### src/rtl/seg7_scan_ctrl.sv
// Four-digit common-anode 7-seg scanner. Pending/display double buffer commits on
// frame boundaries; each digit slot opens with a dark guard interval against ghosting.
module seg7_scan_ctrl #(
  parameter int DIV   = 100000,
  parameter int GUARD = 1000
) (
  input  logic        clk,
  input  logic        reset,
  input  logic        en,
  input  logic        load,
  input  logic [15:0] value,
  input  logic        overFlow,
  input  logic        blank_lz,
  output logic [6:0]  seg,
  output logic [3:0]  anode,
  output logic        busy,
  output logic        frame_done
);
  localparam int            CW      = (DIV > 1) ? $clog2(DIV) : 1;
  localparam logic [CW-1:0] CMAX    = CW'(DIV - 1);
  localparam logic [CW-1:0] CGRD    = CW'(GUARD);
  localparam logic [6:0]    SEG_OVF = 7'b0110110;
  localparam logic [6:0]    SEG_OFF = 7'b1111111;

  typedef enum logic {S_GUARD, S_SHOW} state_t;

  state_t        state, state_n;
  logic [CW-1:0] cnt, cnt_n;
  logic [1:0]    dig, dig_n;
  logic [15:0]   pval, dval, dval_n, hi_n;
  logic          povf, dovf, dovf_n, pend, pend_n;
  logic          wrap, commit, lz_n;

  function automatic logic [6:0] dec7(input logic [3:0] n);
    case (n)
      4'h0: dec7 = 7'b1000000;
      4'h1: dec7 = 7'b1111001;
      4'h2: dec7 = 7'b0100100;
      4'h3: dec7 = 7'b0110000;
      4'h4: dec7 = 7'b0011001;
      4'h5: dec7 = 7'b0010010;
      4'h6: dec7 = 7'b0000010;
      4'h7: dec7 = 7'b1111000;
      4'h8: dec7 = 7'b0000000;
      4'h9: dec7 = 7'b0010000;
      4'hA: dec7 = 7'b0001000;
      4'hB: dec7 = 7'b0000011;
      4'hC: dec7 = 7'b1000110;
      4'hD: dec7 = 7'b0100001;
      4'hE: dec7 = 7'b0000110;
      default: dec7 = 7'b0001110;
    endcase
  endfunction

  // Outputs are registered from the next-cycle view so that the value on the pins
  // during a cycle matches that cycle's cnt/dig.
  always_comb begin
    wrap    = (cnt == CMAX);
    commit  = en && wrap && (dig == 2'd3) && pend;
    cnt_n   = cnt;
    dig_n   = dig;
    state_n = state;
    if (en) begin
      cnt_n = wrap ? '0 : cnt + CW'(1);
      if (wrap) begin
        dig_n   = dig + 2'd1;
        state_n = S_GUARD;
      end else if (cnt + CW'(1) == CGRD) begin
        state_n = S_SHOW;
      end
    end
    dval_n = commit ? pval : dval;
    dovf_n = commit ? povf : dovf;
    pend_n = load | (pend & ~commit);
    hi_n   = dval_n >> {dig_n, 2'b00};
    lz_n   = blank_lz && !dovf_n && (dig_n != 2'd0) && (hi_n == 16'h0);
  end

  always_ff @(posedge clk) begin
    if (reset) begin
      state      <= S_GUARD;
      cnt        <= '0;
      dig        <= '0;
      pval       <= '0;
      povf       <= 1'b0;
      pend       <= 1'b0;
      dval       <= '0;
      dovf       <= 1'b0;
      anode      <= 4'hF;
      seg        <= SEG_OFF;
      busy       <= 1'b0;
      frame_done <= 1'b0;
    end else begin
      state <= state_n;
      cnt   <= cnt_n;
      dig   <= dig_n;
      dval  <= dval_n;
      dovf  <= dovf_n;
      pend  <= pend_n;
      if (load) begin
        pval <= value;
        povf <= overFlow;
      end
      busy       <= pend_n;
      frame_done <= en && (cnt_n == CMAX) && (dig_n == 2'd3);
      anode      <= 4'hF;
      seg        <= SEG_OFF;
      if (en && state_n == S_SHOW && !lz_n) begin
        anode <= ~(4'b0001 << dig_n);
        seg   <= dovf_n ? SEG_OVF : dec7(hi_n[3:0]);
      end
    end
  end
endmodule

### config.mk
export PLATFORM = sky130hd
export DESIGN_NAME = seg7_scan_ctrl
export DESIGN_NICKNAME = d
export VERILOG_FILES = /design/src/rtl/seg7_scan_ctrl.sv
export SDC_FILE = /design/constraint.sdc
export NUM_CORES = 1
export LEC_CHECK = 0
export ABC_AREA = 0
export CAP_MARGIN = 30
export CORE_ASPECT_RATIO = 1.75
export CORE_MARGIN = 2
export CORE_UTILIZATION = 38
export DETAILED_ROUTE_END_ITERATION = 12
export HOLD_SLACK_MARGIN = 0.12
export PLACE_DENSITY = 0.67
export REMOVE_ABC_BUFFERS = 1
export SYNTH_ARGS = -nofsm -noshare
export SYNTH_HDL_FRONTEND = slang
export SYNTH_SLANG_ARGS = --single-unit
### constraint.sdc
create_clock -name clk -period 10.3 [get_ports clk]
set_input_delay 2.06 -clock clk [delete_from_list [all_inputs] [get_ports clk]]
set_output_delay 2.06 -clock clk [all_outputs]
set_load 0.1 [all_outputs]
==> results.sh, run 1 <==
export IMPL_detail_route_antenna_nets=0
export IMPL_relSlewSlack_pct=34.18
export IMPL_grt_overflow=0
export IMPL_seq_area_um2=1341
export IMPL_p_int_w=0.0004720
export IMPL_multiInputGateArea_um2=2384
export IMPL_grt_max_degree=57
export IMPL_min_period_ns=6.048
export IMPL_grt_pass1_wl_mm=16.28
export IMPL_area_delta_synth_final_pct=17.74
export IMPL_async_flop_share_pct=0
export IMPL_diodes=0
export IMPL_power_density_nw_per_um2=131.1
export IMPL_power_switching_w=0.0001320
export IMPL_yosys_cell_types_count=59
export IMPL_hpwlAfterDp_mm=7.337
export IMPL_synth_warnings=0
export IMPL_core_um2=10180
export IMPL_leakagePower_nw=1.691
export IMPL_drv_cap=0
export IMPL_finalHoldViolCount=0
export IMPL_layout_drive_gt1_share_pct=8.738
export IMPL_cts_tree="yes"
export IMPL_cts_sinks=67
export IMPL_cp_start_kind="primary input"
export IMPL_worstSkewPairLatency_ns=0.33
export IMPL_clockBufferDepth=2
export IMPL_cp_max_fo=31
export IMPL_finalWorstSetupSlack_ns=4.252
export IMPL_cp_arrival_ns=6.22
export IMPL_wl_per_cell_um=15.53
export IMPL_routabilityCongestion=0.9021
export IMPL_rsz0062_at_grt="false"
export IMPL_synth_cells=494
export IMPL_die_h_um=138.3
export IMPL_row_count=49
export IMPL_yosysSeqAreaShare_pct=34.27
export IMPL_syn_cell_area_um2=3914
export IMPL_antenna_found_initial=0
export IMPL_num_fill_cells=1015
export IMPL_p_clk_share_pct=50.2
export IMPL_post_place_ws_ns=3.941
export IMPL_power_frac_seq_pct=44.8
export IMPL_min_path_type="flip-flop to flip-flop"
export IMPL_htree_levels=3
export IMPL_finalSetupTns_ns=0
export IMPL_power_total_w=0.0006039
export IMPL_synth_flop_cell="dfxtp_1"
export IMPL_clock_fmax_mhz=165.3
export IMPL_die_area_um2=11160
export IMPL_initial_utilization_pct=38.46
export IMPL_drt_pass1_iterations=5
export IMPL_clkSlewWorstSetupHoldPaths_ns=0.05
export IMPL_viasPerCell=5.569
export IMPL_finalCritPeriodShare_pct=58.72
export IMPL_port_buffers=34
export IMPL_grtUsageTotal_pct=18.44
export IMPL_ctsResizeCount=0
export IMPL_setup_violations_final=0
export IMPL_cp_required_ns=10.47
export IMPL_cts_buffers_inserted=9
export IMPL_fin_worst_skew_ns=0.006878
export IMPL_drt_iter0_drc=147
export IMPL_postCtsSetupBuffers=0
export IMPL_synth_edf_count=0
export IMPL_cts_hold_buf=0
export IMPL_via_count=3575
export IMPL_grt_pass1_vias=3451
export IMPL_finalMaxSlewViolations=0
export IMPL_synth_seq_cells=67
export IMPL_fin_nets=540
export IMPL_crit_path_end_kind="flip-flop"
export IMPL_ctsRootBufferMaster="clkbuf_16"
export IMPL_vdd_ir_drop_max_v=0.00007605
export IMPL_status="completed"
export IMPL_drc_errors=0
export IMPL_crit_type="primary input to flip-flop"
export IMPL_die_w_um=80.72
export IMPL_syn_area_per_cell_um2=7.923
export IMPL_switching_share_pct=21.85
export IMPL_tightest_slew_ns=0.9842
export IMPL_pwr_share_comb_pct=5.0
export IMPL_ios=35
export IMPL_drt_wl_total_mm=9.970
[final cells by class]
class                           count  area share (%)
Multi-Input combinational cell    382           51.72
Sequential cell                    67           29.11
Timing Repair Buffer               41           8.580
Clock buffer                       11           5.267
Tap cell                          127           3.448
Clock inverter                      5           1.140
Inverter                            9          0.7331
[worst paths after layout]
path / depth (start not counted) / startpoint / end / slack (ns)
setup / recovery: 14 / en / seg[3] / 4.25
hold / removal: 2 / dval[1] / dval[1] / 0.46
setup reg to reg: 13 / cnt[0] / seg[3] / 5.91
hold reg to reg: 2 / dval[1] / dval[1] / 0.46
[layer usage]
layer  GRT usage, %  wire length (um)  vias to the layer above
met3          2.807               314                       25
li1               -                 -                     1773
met2          33.86              5437                       93
met1          19.32              3866                     1684
met5              0                 0                        -
met4          9.991               350                        0
[layout by cell type (no fill, tap or decap), types with 4 or more instances in the layout]
cell,instances
a21oi_1,44
and2_1,6
and3_1,8
buf_4,6
clkbuf_16,9
clkdlybuf4s50_1,33
dfxtp_1,67
ha_1,8
inv_1,9
mux2_2,5
mux2i_1,26
mux4_2,6
nand2_1,75
nand2b_1,5
nand3_1,12
nand3b_1,9
nand4_1,8
nor2_1,65
nor2b_1,5
nor3_1,8
nor4_1,7
o21ai_0,22
o22ai_1,4
xor2_1,6
[cells in the mapped netlist (7+ instances only)]
library cell	number	area, um^2
nand2_1	75	281.5
dfxtp_1	67	1341
nor2_1	65	244.0
a21oi_1	44	220.2
mux2i_1	26	260.3
o21ai_0	22	110.1
clkbuf_1	19	71.32
nand3_1	12	60.06
buf_2	10	50.05
inv_1	9	33.78
nand3b_1	9	67.56
nor3_1	9	45.04
and3_1	8	50.05
ha_1	8	100.1
nand4_1	8	50.05
nor4_1	7	43.79
[stage by stage]
stage	hold WS (ns)	instances	util, %	area, um^2
CTS	0.4692	642	45.28	4608
finish	0.4645	642	45.28	4608
detailed placement	0.4629	626	42.38	4313
global route	0.4901	642	45.28	4608
floorplan	0.4322	458	-	3754
global placement	0.4521	624	42.16	4290
[cells by family after synthesis]
logic type               share of synthesized area, %
adder cells (fa/ha/maj)                         2.558
AO/OA/AOI/OAI                                   14.58
XOR/XNOR                                        2.014
AND/OR/NAND/NOR                                 29.51
flip-flops                                      34.27
multiplexers                                    12.12
buffers and inverters                           4.955
[critical path, stage by stage]
cell,delay (ns)
clkdlybuf4s50_1,0.46
buf_4,0.28
nor2b_1,0.34
nand4b_1,0.28
or3_1,0.41
buf_4,0.22
o311ai_1,0.77
inv_1,0.17
ha_1,0.24
and3_1,0.14
nand4_1,0.09
nor4_2,0.06
nor3_2,0.51
o21ai_0,0.18
[flip-flops by register name, summed over array words and instances (netlist names)]
signal / cells
anode: 4
dval: 16
pval: 16
seg: 7
cnt: 17
dovf: 1
state: 1
povf: 1
pend: 1
frame_done: 1
dig: 2
[power groups by stage]
stage / Combinational, W / Clock (W) / Sequential, W
2_1_floorplan: 0.0000107 / 0 / 0.000276
5_1_grt: 0.0000332 / 0.000319 / 0.000271
3_3_place_gp: 0.0000294 / 0 / 0.000276
4_1_cts: 0.0000305 / 0.000307 / 0.000271
3_5_place_dp: 0.0000305 / 0 / 0.000276
6_report: 0.0000303 / 0.000303 / 0.000271
(Power assumes the default switching activity.)
==> inputs of run 2 (changes only) <==
clock period = 5.6 ns   (was 10.3 ns; I/O delays follow)
==> run 2 against run 1 <==
  * Non-clock buffer count rose by 2
  * Hold slack better by 0.0074 ns
  * Total power up 79%
  * Combinational power rose by 90%
  * Clock power increased by 73%
  * First-iteration DRC count grew 23%
  * Via count fell by 0.48%
  * Worst setup slack lost 3.2 ns
  * Global-route usage up 0.45 points
  * Sequential share of layout area down 0.087 points
  * Design area grew 0.30%
==> results.sh, run 2 (same netlist as run 1, synthesis figures left out) <==
export IMPL_finalHoldViolCount=0
export IMPL_die_h_um=138.3
export IMPL_routabilityCongestion=0.9239
export IMPL_rsz0062_at_grt="false"
export IMPL_crit_family="simple AND/OR/NAND/NOR gates"
export IMPL_setup_violations_final=0
export IMPL_core_um2=10180
export IMPL_hpwlAfterDp_mm=7.473
export IMPL_finish_instance_area_um2=4622
export IMPL_detail_route_antenna_nets=0
export IMPL_cp_required_ns=5.77
export IMPL_finalMaxSlewViolations=0
export IMPL_ios=35
export IMPL_power_switching_w=0.0002315
export IMPL_row_count=49
export IMPL_diodes=0
export IMPL_pwr_share_comb_pct=5.3
export IMPL_min_path_type="flip-flop to flip-flop"
export IMPL_area_delta_synth_final_pct=18.09
export IMPL_status="completed"
export IMPL_via_count=3558
export IMPL_grt_overflow=0
export IMPL_grt_pass1_vias=3468
export IMPL_drv_cap=0
export IMPL_ctsResizeCount=0
export IMPL_drc_errors=0
export IMPL_fin_worst_skew_ns=0.006340
export IMPL_reg_top3="cnt: 17 flops, dval: 16 flops, pval: 16 flops"
export IMPL_tightest_slew_ns=0.9736
export IMPL_cts_hold_buf=0
export IMPL_ctsRootBufferMaster="clkbuf_16"
export IMPL_power_density_nw_per_um2=233.7
export IMPL_worstPathCellList="clkdlybuf4s50_1, nor2b_1, nand4b_1, or3_1, buf_4, o311ai_1, buf_4, inv_1, ha_1, and3_1, nand4_1, nor4_2, nor3_2, o21ai_0"
export IMPL_power_frac_seq_pct=46.1
export IMPL_cts_buffers_inserted=9
export IMPL_grtUsageTotal_pct=18.90
export IMPL_fin_nets=542
export IMPL_port_buffers=34
export IMPL_viasPerCell=5.533
export IMPL_path_buf_inv=4
export IMPL_cp_start_kind="primary input"
export IMPL_crit_type="primary input to flip-flop"
export IMPL_wl_per_cell_um=15.61
export IMPL_clock_fmax_mhz=219.2
export IMPL_layout_drive_gt1_share_pct=8.721
export IMPL_drt_wl_total_mm=10.04
export IMPL_initial_utilization_pct=38.46
export IMPL_htree_levels=3
export IMPL_p_clk_share_pct=48.6
export IMPL_regMostFlops="cnt"
export IMPL_cp_common_cell="buf_4"
export IMPL_cts_sinks=67
export IMPL_clkSlewWorstSetupHoldPaths_ns=0.05
export IMPL_finalSetupTns_ns=0
export IMPL_final_common_cell="nand2_1"
export IMPL_p_int_w=0.0008487
export IMPL_clockBufferDepth=2
export IMPL_drt_pass1_iterations=5
export IMPL_vdd_ir_drop_max_v=0.0001414
export IMPL_crit_path_max_incr_delay_ns=0.52
export IMPL_layout_common_cells="75 x nand2_1, 67 x dfxtp_1, 65 x nor2_1"
export IMPL_leakagePower_nw=1.697
export IMPL_placed_area_um2=4340
export IMPL_postCtsSetupBuffers=0
export IMPL_drt_iter0_drc=181
export IMPL_die_area_um2=11160
export IMPL_finalCritPeriodShare_pct=81.48
export IMPL_switching_share_pct=21.43
export IMPL_cp_arrival_ns=4.73
export IMPL_relSlewSlack_pct=34.89
export IMPL_worstSkewPairLatency_ns=0.33
export IMPL_crit_path_end_kind="flip-flop"
export IMPL_cts_tree="yes"
export IMPL_grt_max_degree=56
export IMPL_min_period_ns=4.563
export IMPL_grt_pass1_wl_mm=16.69
export IMPL_antenna_found_initial=0
export IMPL_die_w_um=80.72
export IMPL_largest_reg_flops=17
export IMPL_crit_slowest_cell="nor3_2"
export IMPL_cp_max_fo=22
run 2: path summary, 6_finish.rpt:
kind | from | to | slack (ns) | depth (start not counted)
max | en | seg[0] | 1.04 | 14
min | pval[6] | dval[6] | 0.47 | 2
max reg2reg | cnt[0] | seg[0] | 1.57 | 14
min reg2reg | pval[6] | dval[6] | 0.47 | 2
run 2: area by class of cell:
class	instances	area [um^2]
multi-input cells	382	2384
repair buffers	43	422.9
flip-flops and latches	67	1341
inverters	9	33.78
well taps	127	158.9
clock buffers	14	274.0
clock inverters	1	7.507
fillers	1040	5555
run 2: worst register-to-register path: stages, from the launching register on:
cell      delay [ns]
dfxtp_1         0.48
ha_1            0.42
and4_1          0.39
nand4_2         0.18
or3_1           0.40
buf_4           0.22
o311ai_1        0.30
buf_4           0.20
inv_1           0.07
ha_1            0.20
and3_1          0.15
nand4_1         0.10
nor4_2          0.06
nor3_2          0.52
o21ai_0         0.18
run 2: routing by layer:
metal,share of wire (%),track usage (%),up-vias,wire length (um)
li1,-,-,1776,-
met2,55,34.34,85,5572
met5,0,0,-,0
met3,3.2,3.460,28,321
met1,37,19.14,1669,3722
met4,4.2,11.60,0,423
run 2: power by group through the flow:
stage	clock network [W]	logic (W)	registers, W
floorplan	0	0.0000197	0.000507
global placement	0	0.0000551	0.000507
detailed placement	0	0.0000580	0.000508
CTS	0.000533	0.0000582	0.000498
global route	0.000553	0.0000627	0.000499
finish	0.000525	0.0000575	0.000498
run 2: stage by stage:
stage / instances / setup slack, ns / hold slack [ns] / total power [W] / utilization (%)
2_1_floorplan: 458 / 1.388 / 0.4322 / 0.0005268 / -
3_5_place_dp: 628 / 0.6922 / 0.4635 / 0.0005660 / 42.65
4_1_cts: 643 / 1.017 / 0.4723 / 0.001089 / 45.41
3_3_place_gp: 626 / 0.8304 / 0.4532 / 0.0005625 / 42.30
5_1_grt: 643 / 0.6916 / 0.4881 / 0.001114 / 45.41
6_report: 643 / 1.037 / 0.4719 / 0.001080 / 45.41
==> RTL edit 1, RTL diff (settings of run 1) <==
Change the parameter `DIV` from 100000 to 200000.
--- a/src/rtl/seg7_scan_ctrl.sv
+++ b/src/rtl/seg7_scan_ctrl.sv
@@ -2,5 +2,5 @@
 // frame boundaries; each digit slot opens with a dark guard interval against ghosting.
 module seg7_scan_ctrl #(
-  parameter int DIV   = 100000,
+  parameter int DIV   = 200000,
   parameter int GUARD = 1000
 ) (
Function: same outputs for any inputs over 10 cycles, from zero or initial values and one cycle with reset high; that may be too few to reach the edited logic, so the function may still have changed.
==> RTL edit 1 against run 1 <==
  * Total power decreased by 4.5%
  * Synthesized area increased by 5.2%
  * Register-to-register slack improved by 0.23 ns
  * Final cell count increased by 2.6%
  * Synthesized cell count increased by 3.0%
  * Setup slack improved by 0.76 ns
  * Sequential cell count increased by 1
  * Largest power group is now registers
  * Largest cell class unchanged
  * Critical endpoint is now seg[1]
  * Clock power decreased by 12%
  * Wire length increased by 11%
  * Cell area increased by 3.4%
==> RTL edit 1: results (changes against run 1) <==
- Synthesis Warnings: 0 (unchanged)
- Library cells used by synthesis: 74 (+25%)
- Pleak: 1.76 nW (+3.8%)
- Max IR drop VDD: 98.7 uV (+30%)
- Largest cells by area after synthesis: dfxtp_1, mux2i_1, nor2_1
- Setup Buffers After CTS: 0 (unchanged)
- H-tree depth: 3 (unchanged)
- Via count: 3873 (+8.3%)
- CTS buffer count: 9 (unchanged)
- Seq/Total Area, Yosys: 33.0% (-1.2 points)
- GPL Wtd Cong: 0.940 (+4.2%)
- CTS Root Cell: clkbuf_16
- Setup WS pre-CTS: 4.68 ns (+0.738 ns)
- Nets: 554 (+2.6%)
- DR iter-0 viols: 208 (+41%)
- Clock Path Buffers: 2 (unchanged)
- Post-synth top cells: dfxtp_1, nor2_1, nand2_1, a21oi_1, mux2i_1
- MaxCap Viol Count: 0 (unchanged)
- Fin Clk Skew: 0.00880 ns (+0.00192 ns)
- Least-Margin Pin Slew: 0.978 ns (-0.00615 ns)
- Layout fillers: 1103 (+8.7%)
- Ant. Diodes: 0 (unchanged)
- Number of global-route vias before repair: 3852 (+12%)
- Total Routed Length: 11100 um (+11%)
- Crit path max fanout: 25 (-19%)
- First-pass GRT wire length: 18400 um (+13%)
- CP max stage delay: 0.90 ns (+0.13 ns)
- Tot GR Track Use: 20.3% (+1.9 points)
- Clk slew on worst S/H paths: 0.05 ns (about the same)
- PostCTS Resize Cnt: 0 (unchanged)
- Skew-Pair Late Insertion Delay: 0.33 ns (about the same)
- Status: completed
- CP Data Arrival Time: 5.49 ns (-0.73 ns)
- Largest regs: cnt x18, dval x16, pval x16
- DRT Pass-1 Iters: 7 (+2)
- Hold Path Class: flip-flop to flip-flop
- Cell family with most CP delay: simple AND/OR/NAND/NOR gates
- Share of layout cells above drive strength 1: 7.94% (-0.80 points)
- Slowest cell on crit path: nor4_4
- Post-detail-place hpwl: 8210 um (+12%)
-- RTL edit 1: per-stage QoR --
step | instance area (um^2) | instances | hold WS [ns]
after floorplan | 3960 | 475 | 0.437
after global placement | 4490 | 643 | 0.456
after detailed placement | 4510 | 644 | 0.472
after CTS | 4770 | 659 | 0.478
after global routing | 4770 | 659 | 0.504
final | 4770 | 659 | 0.476
-- RTL edit 1: cells by family after synthesis --
group                    share of synthesized area, %
AND/OR/NAND/NOR                                  30.0
flip-flops                                       33.0
buffers and inverters                            5.16
XOR/XNOR                                         2.76
AO/OA/AOI/OAI                                    16.2
multiplexers                                     10.8
adder cells (fa/ha/maj)                          2.13
-- RTL edit 1: path summary, 6_finish.rpt --
path,end,slack [ns],from,cells after the start
max,seg[1],5.01,en,10
min,dval[0],0.48,dval[0],2
max reg2reg,seg[1],6.14,cnt[0],12
min reg2reg,dval[0],0.48,dval[0],2
-- RTL edit 1: report_power, final --
part	total, mW	switching (mW)	internal [mW]
Combinational	0.0339	0.0174	0.0165
Clock	0.268	0.108	0.160
Sequential	0.275	0.00658	0.268
-- RTL edit 1: layer usage --
layer  vias to the layer above  GRT usage [%]  share of wire [%]
met2                       114           36.3                 56
met3                        37           3.37                3.8
met4                         0           12.9                4.6
li1                       1868              -                  -
met5                         -              0                  0
met1                      1854           21.1                 36
-- RTL edit 1: area by class of cell --
class	instances	area, um^2	area share, %
Multi-Input combinational cell	393	2540	53.4
Sequential cell	68	1360	28.6
Timing Repair Buffer	39	393	8.24
Clock buffer	12	236	4.96
Tap cell	130	163	3.41
Inverter	14	52.6	1.10
Clock inverter	3	15.0	0.315
-- RTL edit 1: worst min-delay path, delay by kind of cell (launching register included) --
family          cells  cell delay (ns)
flops               1             0.32
simple gates        1             0.06
compound gates      1             0.05
==> RTL edit 2, RTL diff (settings of run 1) <==
Without the edit above. Make the reset (`reset`) asynchronous in one clocked block.
--- a/src/rtl/seg7_scan_ctrl.sv
+++ b/src/rtl/seg7_scan_ctrl.sv
@@ -77,5 +77,5 @@
   end
 
-  always_ff @(posedge clk) begin
+  always_ff @(posedge clk or posedge reset) begin
     if (reset) begin
       state      <= S_GUARD;
Formal check against the unedited RTL: differs if reset is asserted again (counterexample within 4 cycles, from zero or initial values and one cycle with reset high); with reset held inactive, the same outputs for 10 cycles.
==> RTL edit 2 against run 1 <==
  * Sequential cell count unchanged
  * Synthesized area decreased by 9.2%
  * Cell area decreased by 6.6%
  * Setup slack improved by 0.24 ns
  * Wire length decreased by 18%
  * Maximum frequency increased by 4.2%
Power is not compared: it rests on default switching activity, and its combinational part moved more than twofold at a synthesized area within 25%.
==> RTL edit 2: results (changes against run 1) <==
- PostCTS Resize Cnt: 0 (unchanged)
- Placed insts: 485 (-23%)
- DR iter-0 viols: 231 (+57%)
- First-pass GRT wire length: 13500 um (-17%)
- Via count: 2712 (-24%)
- Number of global-route vias before repair: 2771 (-20%)
- Reg2Reg Depth: 15 (+2)
- Layout fillers: 911 (-10%)
- Mapped Cells: 344 (-30%)
- CP Data Arrival Time: 6.08 ns (-0.14 ns)
- Share of layout cells above drive strength 1: 15.5% (+6.7 points)
- Largest cells by area after synthesis: dfrtp_1, dfstp_2, mux2_2
- Setup WS pre-CTS: 4.21 ns (+0.268 ns)
- R2R Path End: seg[4]
- Wire per inst: 16.3 um (+4.7%)
- Nets: 405 (-25%)
- Crit path max fanout: 22 (-29%)
- Post-synth top cells: dfrtp_1, nand2_1, inv_1, mux2i_1, mux2_2
- CP max stage delay: 0.95 ns (+0.18 ns)
- Hold Path End: dval[4]
- RR Startpoint: cnt[0]
- Slowest cell on crit path: clkdlybuf4s50_1
- CTS Root Cell: clkbuf_16
- Status: completed
- Post-detail-place hpwl: 6030 um (-18%)
- Most used DFF post-synth: dfrtp_1
- Tot GR Track Use: 17.0% (-1.4 points)
- Cell family with most CP delay: buffers and inverters
- Ys async rst share: 100% (+100 points)
- Hold Startpoint: dval[4]
- Seq/Total Area, Yosys: 47.6% (+13 points)
- DRT Pass-1 Iters: 4 (-1)
- GPL Wtd Cong: 0.866 (-4.0%)
- R2r setup slk: 5.12 ns (-0.79 ns)
- Rel. slew slack: 34.8% (+0.58 points)
- Finished Layout Cells: 501 (-22%)
- Largest net degree at the start of global routing: 68 (+19%)
[RTL edit 2: cell types whose count changed after synthesis, moves of 6 or more]
cell      before  now
dfstp_2        0   11
a21oi_1       44    5
and3_1         8    2
nor2_1        65    8
inv_1          9   24
mux4_2         6    0
nand3b_1       9    2
clkbuf_1      19    9
nand2_1       75   35
dfxtp_1       67    0
mux2_2         5   21
buf_2         10    2
dfrtp_1        0   56
[RTL edit 2: power breakdown]
group          internal (mW)  total, mW  switching, mW
Sequential             0.283      0.311         0.0282
Combinational         0.0308     0.0630         0.0322
Clock                  0.214      0.317          0.103
[RTL edit 2: cell families (layout without fill, tap and decap cells)]
kind of cell             after synthesis  in the layout  synth area share, %
multiplexers                          45             45                 13.5
adder cells (fa/ha/maj)                7              7                 2.46
XOR/XNOR                              11             11                 2.71
buffers and inverters                 42             79                 5.07
AO/OA/AOI/OAI                         59             59                 11.2
AND/OR/NAND/NOR                      113            113                 17.5
flip-flops                            67             67                 47.6
[RTL edit 2: worst register-to-register path, delay by kind of cell, from the launching register on]
family,cells,cell delay (ns)
AND/OR/NAND/NOR,6,2.24
AO/OA/AOI/OAI,4,1.10
multiplexers,1,0.16
flip-flops,1,0.41
adder cells (fa/ha/maj),2,0.66
XOR/XNOR,1,0.33
buffers and inverters,1,0.21
[RTL edit 2: how the worst max path moves through the flow]
stage	start	to	slack [ns]	cells past startpoint
after floorplan	en	seg[4]	5.04	6
after CTS	en	seg[4]	4.54	13
after global placement	en	seg[4]	4.28	13
final	en	seg[4]	4.50	13
after global routing	en	seg[4]	4.11	13
after detailed placement	en	seg[4]	4.21	13
[RTL edit 2: final cells by class]
| class | count | share of cell area, % |
|---|---|---|
| clock buffer | 15 | 6.69 |
| clock inverter | 1 | 0.698 |
| inverter | 25 | 2.21 |
| multi-input combinational | 235 | 39.1 |
| sequential | 67 | 39.3 |
| tap | 120 | 3.49 |
| timing repair buffer | 38 | 8.55 |
[RTL edit 2: routing by layer]
metal	wire, um	track usage, %	vias to the layer above
li1	-	-	1309
met1	3000	17.4	1316
met2	4540	30.6	69
met3	265	3.63	18
met4	340	11.5	0
met5	0	0	-
[RTL edit 2: per-stage QoR]
step	hold slack, ns	total power, mW	area [um^2]	util [%]
floorplan	0.434	0.348	3470	-
global placement	0.463	0.374	3980	43.8
detailed placement	0.462	0.378	3990	43.8
CTS	0.477	0.700	4300	47.3
global route	0.493	0.720	4300	47.3
finish	0.474	0.691	4300	47.3
